`config.mk`:
```
export PLATFORM = sky130hd
export DESIGN_NAME = vga_fb_fetch
export DESIGN_NICKNAME = d
export VERILOG_FILES = /design/src/rtl/vga_fb_fetch.sv
export SDC_FILE = /design/constraint.sdc
export NUM_CORES = 1
export LEC_CHECK = 0
export BUFFER_PORTS_ARGS = -buffer_cell sky130_fd_sc_hd__buf_2
export CAP_MARGIN = 20
export CORE_MARGIN = 5
export CORE_UTILIZATION = 55
export DETAILED_ROUTE_END_ITERATION = 10
export HOLD_SLACK_MARGIN = 0.1
export PLACE_DENSITY = 0.8
export SETUP_SLACK_MARGIN = 0.1
export SLEW_MARGIN = 20
export SYNTH_ARGS = -nofsm -noshare
export SYNTH_HDL_FRONTEND = slang
export SYNTH_SLANG_ARGS = --single-unit
export TNS_END_PERCENT = 1
```
`constraint.sdc`:
```
create_clock -name clk -period 2.9 [get_ports clk]
set_input_delay 0.435 -clock clk [delete_from_list [all_inputs] [get_ports clk]]
set_output_delay 0.435 -clock clk [all_outputs]
set_load 0.01 [all_outputs]
```
`src/rtl/vga_fb_fetch.sv`:
```
// Framebuffer fetch scheduler: reads a frame of 16-bit words over Avalon-MM and pushes them into the pixel FIFO.
// Optional feature macro: VGA_FB_IRQ_EN (implements CTRL.IRQ_EN and the frame-done interrupt).
module vga_fb_fetch #(
    parameter int FIFO_AW    = 12,
    parameter int HIGH_WATER = 4000,
    parameter int LEN_W      = 20
) (
    input  logic               clk,
    input  logic               reset_n,
    input  logic               avs_s1_chipselect,
    input  logic               avs_s1_read,
    input  logic               avs_s1_write,
    input  logic [2:0]         avs_s1_address,
    input  logic [31:0]        avs_s1_writedata,
    input  logic [3:0]         avs_s1_byteenable,
    output logic [31:0]        avs_s1_readdata,
    output logic               avs_s1_waitrequest,
    output logic               avs_s1_irq,
    output logic [31:0]        avm_read_address,
    output logic               avm_read_read,
    input  logic [15:0]        avm_read_readdata,
    input  logic               avm_read_waitrequest,
    output logic               fifo_write_write,
    output logic [15:0]        fifo_write_writedata,
    input  logic               fifo_write_waitrequest,
    input  logic [FIFO_AW-1:0] fifo_wruserdw
);

    typedef enum logic [2:0] {S_IDLE, S_CHECK, S_READ, S_PUSH, S_EOF} state_t;

    localparam logic [FIFO_AW-1:0] HW_LEVEL = FIFO_AW'(HIGH_WATER);

    state_t            state, state_nxt;
    logic              run, cont, irq_en, done;
    logic [31:0]       base;
    logic [LEN_W-1:0]  len;
    logic [15:0]       frames;
    logic [31:0]       addr;
    logic [LEN_W-1:0]  cnt;
    logic [15:0]       data;
    logic              reg_wr, ctrl_wr, run_req, start, reload;
    logic              unused_ok;

    assign unused_ok          = &{1'b0, avs_s1_byteenable};
    assign avs_s1_waitrequest = 1'b0;

    assign reg_wr  = avs_s1_chipselect & avs_s1_write;
    assign ctrl_wr = reg_wr && (avs_s1_address == 3'd0);
    // Idle start looks at the RUN write in flight so CHECK is reached the cycle after the write.
    assign run_req = ctrl_wr ? avs_s1_writedata[0] : run;
    assign start   = (state == S_IDLE) && run_req && (len != '0);
    assign reload  = cont && run && (len != '0);

    always_ff @(posedge clk or negedge reset_n) begin
        if (!reset_n) begin
            run    <= 1'b0;
            cont   <= 1'b0;
            base   <= '0;
            len    <= '0;
            done   <= 1'b0;
            frames <= '0;
        end else begin
            if (state == S_EOF && !reload)
                run <= 1'b0;
            if (reg_wr) begin
                case (avs_s1_address)
                    3'd0: begin
                        run  <= avs_s1_writedata[0];
                        cont <= avs_s1_writedata[2];
                    end
                    3'd1:    base <= {avs_s1_writedata[31:1], 1'b0};
                    3'd2:    len  <= avs_s1_writedata[LEN_W-1:0];
                    default: ;
                endcase
            end
            // Frame-end set is ordered after the host clear so it wins on collision.
            if (reg_wr && avs_s1_address == 3'd3 && avs_s1_writedata[1])
                done <= 1'b0;
            if (state == S_EOF) begin
                done   <= 1'b1;
                frames <= frames + 16'd1;
            end
        end
    end

`ifdef VGA_FB_IRQ_EN
    logic irq_q;

    always_ff @(posedge clk or negedge reset_n) begin
        if (!reset_n) begin
            irq_en <= 1'b0;
            irq_q  <= 1'b0;
        end else begin
            if (ctrl_wr)
                irq_en <= avs_s1_writedata[1];
            irq_q <= done & irq_en;
        end
    end

    assign avs_s1_irq = irq_q;
`else
    assign irq_en     = 1'b0;
    assign avs_s1_irq = 1'b0;
`endif

    always_ff @(posedge clk or negedge reset_n) begin
        if (!reset_n)
            state <= S_IDLE;
        else
            state <= state_nxt;
    end

    always_comb begin
        state_nxt = state;
        case (state)
            S_IDLE:
                if (start)
                    state_nxt = S_CHECK;
            S_CHECK:
                if (!run)
                    state_nxt = S_IDLE;
                else if (fifo_wruserdw < HW_LEVEL)
                    state_nxt = S_READ;
            // A read in flight must finish; if RUN dropped meanwhile the word is dropped.
            S_READ:
                if (!avm_read_waitrequest)
                    state_nxt = run ? S_PUSH : S_IDLE;
            S_PUSH:
                if (!run)
                    state_nxt = S_IDLE;
                else if (!fifo_write_waitrequest)
                    state_nxt = (cnt == '0) ? S_EOF : S_CHECK;
            S_EOF:
                state_nxt = reload ? S_CHECK : S_IDLE;
            default:
                state_nxt = S_IDLE;
        endcase
    end

    always_comb begin
        avm_read_read    = 1'b0;
        fifo_write_write = 1'b0;
        case (state)
            S_READ:  avm_read_read    = 1'b1;
            S_PUSH:  fifo_write_write = run;
            default: ;
        endcase
    end

    always_ff @(posedge clk or negedge reset_n) begin
        if (!reset_n) begin
            addr <= '0;
            cnt  <= '0;
            data <= '0;
        end else if (start || (state == S_EOF && reload)) begin
            addr <= base;
            cnt  <= len;
        end else if (state == S_READ && !avm_read_waitrequest) begin
            data <= avm_read_readdata;
            addr <= addr + 32'd2;
            cnt  <= cnt - LEN_W'(1);
        end
    end

    assign avm_read_address     = addr;
    assign fifo_write_writedata = data;

    always_comb begin
        avs_s1_readdata = '0;
        if (avs_s1_chipselect && avs_s1_read) begin
            case (avs_s1_address)
                3'd0:    avs_s1_readdata = {29'd0, cont, irq_en, run};
                3'd1:    avs_s1_readdata = base;
                3'd2:    avs_s1_readdata = 32'(len);
                3'd3:    avs_s1_readdata = {30'd0, done, state != S_IDLE};
                3'd4:    avs_s1_readdata = {16'd0, frames};
                default: avs_s1_readdata = '0;
            endcase
        end
    end

endmodule
```
==> out/metrics.yaml <==
core_mm2: 0.0132
area_delta_synth_final_pct: 22.9
cts_resized: 0
numCtsBuffers: 17
routed_wl_um: 20800
powerDensity_mw_per_mm2: 892
design.die.area_mm2: 0.0159
avgRoutedWirePerCell_um: 19.0
worstPathArrival_ns: 2.97
drtIter0Drc: 641
viasPerCell: 6.20
worst_slack_ns: 0.231
htree_levels: 4
num_rows: 42
synth_cell_type_count: 67
synth-seq-area-share_pct: 47.4
leakage_uw: 0.00427
finalSetupTns_ns: 0
power.total_uw: 8100
critPathKind: "flop to flop"
final.period_utilization_pct: 92.0
via_count: 6775
cts_setup_buffers: 0
hpwlAfterDp_um: 14700
worstSetupStartpointType: "flop"
fin_crit_ns: 2.67
cts-hold-fix-buffers: 1
cts_tree: "done"
io_pins: 158
avgSynthCellArea_um2: 9.70
fill_cells: 1010
port_buffers: 145
slew_headroom_pct: 56.2
timing.critical_path.required_ns: 3.20
path_clk_slew_ns: 0.06
status: "complete, no violations"
finClkSkew_ns: 0.00628
hp-class: "input port to flop"
finalSetupViolCount: 0
rsz0062_at_grt: "no"
grt_antenna_before_repair: 0
grt_max_degree: 75
grt_util_all_layers_pct: 26.6
drt-pass1-iter-count: 5
startpoint: "cnt[0]"
fmax_ghz: 0.375
worstSetupEndpointType: "flop"
die_x_um: 126
tightestPinTransition_ns: 0.657
overflow: 0
diodes: 0
irDropWorstVdd_v: 0.000461
maxCapViolCount: 0
ys_ff_latch: 140
netlist_instances: 762
clockBufferDepth: 2
place.gp.congestion: 0.932
drc_errors: 0
grt_pass1_wl_um: 33900
clock_latency_ns: 0.42
critPathMaxFanout: 5
die_y_um: 126
ant_nets: 0
synth-edff-count: 0
syn_area_mm2: 0.00739
final_nets: 981
drive_gt1_share_pct: 30.0
dp_worst_setup_slack_ns: 0.259
grt_pass1_vias: 6531
yosysWarningCount: 0
cts_root_buf: "clkbuf_16"
timing.rr.start: "cnt[0]"
clock_sinks: 140
synthArstFlopShare_pct: 100
report.final.slew_viol_count: 0
initial_utilization_pct: 56.0
hold_path_startpoint: "avm_read_readdata[9]"
ys.flop_type: "dfrtp_1"
hold_viol_final: 0
-- cell usage after synthesis, types with 4 or more instances --
| cell type | number | share of area (%) |
|---|---|---|
| or4_1 | 5 | 0.51 |
| clkbuf_1 | 43 | 2.2 |
| inv_1 | 12 | 0.61 |
| nand2b_1 | 8 | 0.68 |
| xnor2_1 | 14 | 1.7 |
| mux2_2 | 52 | 7.9 |
| mux2i_1 | 4 | 0.54 |
| o31ai_1 | 10 | 1.0 |
| nor4_1 | 18 | 1.5 |
| dfrtp_1 | 140 | 47 |
| and4_1 | 5 | 0.59 |
| a221o_1 | 24 | 3.3 |
| nor2b_1 | 5 | 0.42 |
| nor2_1 | 66 | 3.4 |
| nand3_1 | 30 | 2.0 |
| a32oi_1 | 4 | 0.47 |
| xor2_1 | 5 | 0.59 |
| a31oi_1 | 5 | 0.42 |
| and2_1 | 17 | 1.4 |
| nand4_1 | 11 | 0.93 |
| o211ai_1 | 11 | 1.1 |
| o21ai_0 | 19 | 1.3 |
| a211o_1 | 9 | 1.1 |
| a21oi_1 | 25 | 1.7 |
| nor3_1 | 17 | 1.2 |
| and3_1 | 15 | 1.3 |
| nand2_1 | 102 | 5.2 |
| a22oi_1 | 20 | 2.0 |
| buf_1 | 4 | 0.20 |
-- report_power, final --
part	switching (uW)	leakage [uW]	internal, uW	total [uW]
clock network	819	0.000339	1700	2520
registers	750	0.00177	2560	3310
logic	1190	0.00216	1080	2270
total	2760	0.00427	5340	8100
-- stage by stage --
stage               area [um2]  hold slack [ns]  cells  util [%]
finish                    9080            0.200   1093      68.8
global route              9080            0.207   1093      68.8
CTS                       9080            0.188   1093      68.8
detailed placement        8380            0.457   1060      63.5
global placement          8380            0.452   1060      63.5
floorplan                 7400            0.139    764         -
-- flip-flops by register name (all words and copies together) (netlist names) --
name and count:
avm_read_address 31, base 31, cnt 20, len 20, fifo_write_writedata 16, frames 16
state 3, cont 1, done 1, run 1
-- cell families after synthesis --
logic type	synth area share, %
and+or+nand+nor	21.4
AOI/OAI and AO/OA	16.5
DFF	47.4
buffers and inverters	3.37
muxes	8.47
xor gates and xnor gates	2.25
adders and majority gates	0.508
other	0.0508
-- final timing paths --
path | endpoint | cells after the start | slack [ns]
max in group asynchronous | frames[10] | 3 | 1.55
max | cnt[14] | 7 | 0.23
min | fifo_write_writedata[9] | 3 | 0.20
max reg2reg | cnt[14] | 7 | 0.23
min in group asynchronous | base[25] | 2 | 0.61
min reg2reg | fifo_write_writedata[12] | 2 | 0.47
-- area by class of cell --
cell class              instances  area, um2  share of cell area [%]
multi-input cells             561       3660                    40.3
clock inverters                11        211                    2.33
clock buffers                  21        480                    5.29
inverters                      12       45.0                   0.496
flip-flops and latches        140       3500                    38.6
repair buffers                172        962                    10.6
well taps                     176        220                    2.42
-- critical path, cell delays in order, from the launching register on --
cell      delay [ns]
dfrtp_1         0.43
inv_1           0.08
ha_1            0.19
or4b_1          0.47
or3_4           0.44
or4_4           0.42
and3_1          0.19
a2111o_1        0.33
-- per-layer routing --
layer  track usage, %  vias to the layer above  part of all wire [%]
met1             36.0                     3340                    41
met2             42.7                      301                    49
met4             8.77                        0                   1.8
li1                 -                     3093                     -
met3             5.88                       41                   7.9
met5                0                        -                     0
-- cells in the final DEF, fill, tap and decap left out, types with 4 or more instances in the layout --
cell type  Yosys  final
buf_2          1    144
dfrtp_1      140    140
nand2_1      102    102
nor2_1        66     65
mux2_2        52     52
nand3_1       30     30
a21oi_1       25     24
a221o_1       24     24
buf_4          3     24
a22oi_1       20     20
o21ai_0       19     19
nor4_1        18     18
nor3_1        17     17
and2_1        17     17
clkbuf_16      0     17
and3_1        15     15
xnor2_1       14     14
inv_1         12     12
o211ai_1      11     11
nand4_1       11     11
o31ai_1       10     10
a211o_1        9      9
nand2b_1       8      8
bufinv_16      0      6
nor2b_1        5      5
a31oi_1        5      5
and4_1         5      5
xor2_1         5      5
or4_1          5      5
mux2i_1        4      4
a32oi_1        4      4
clkbuf_8       0      4
(Power assumes the default switching activity.)
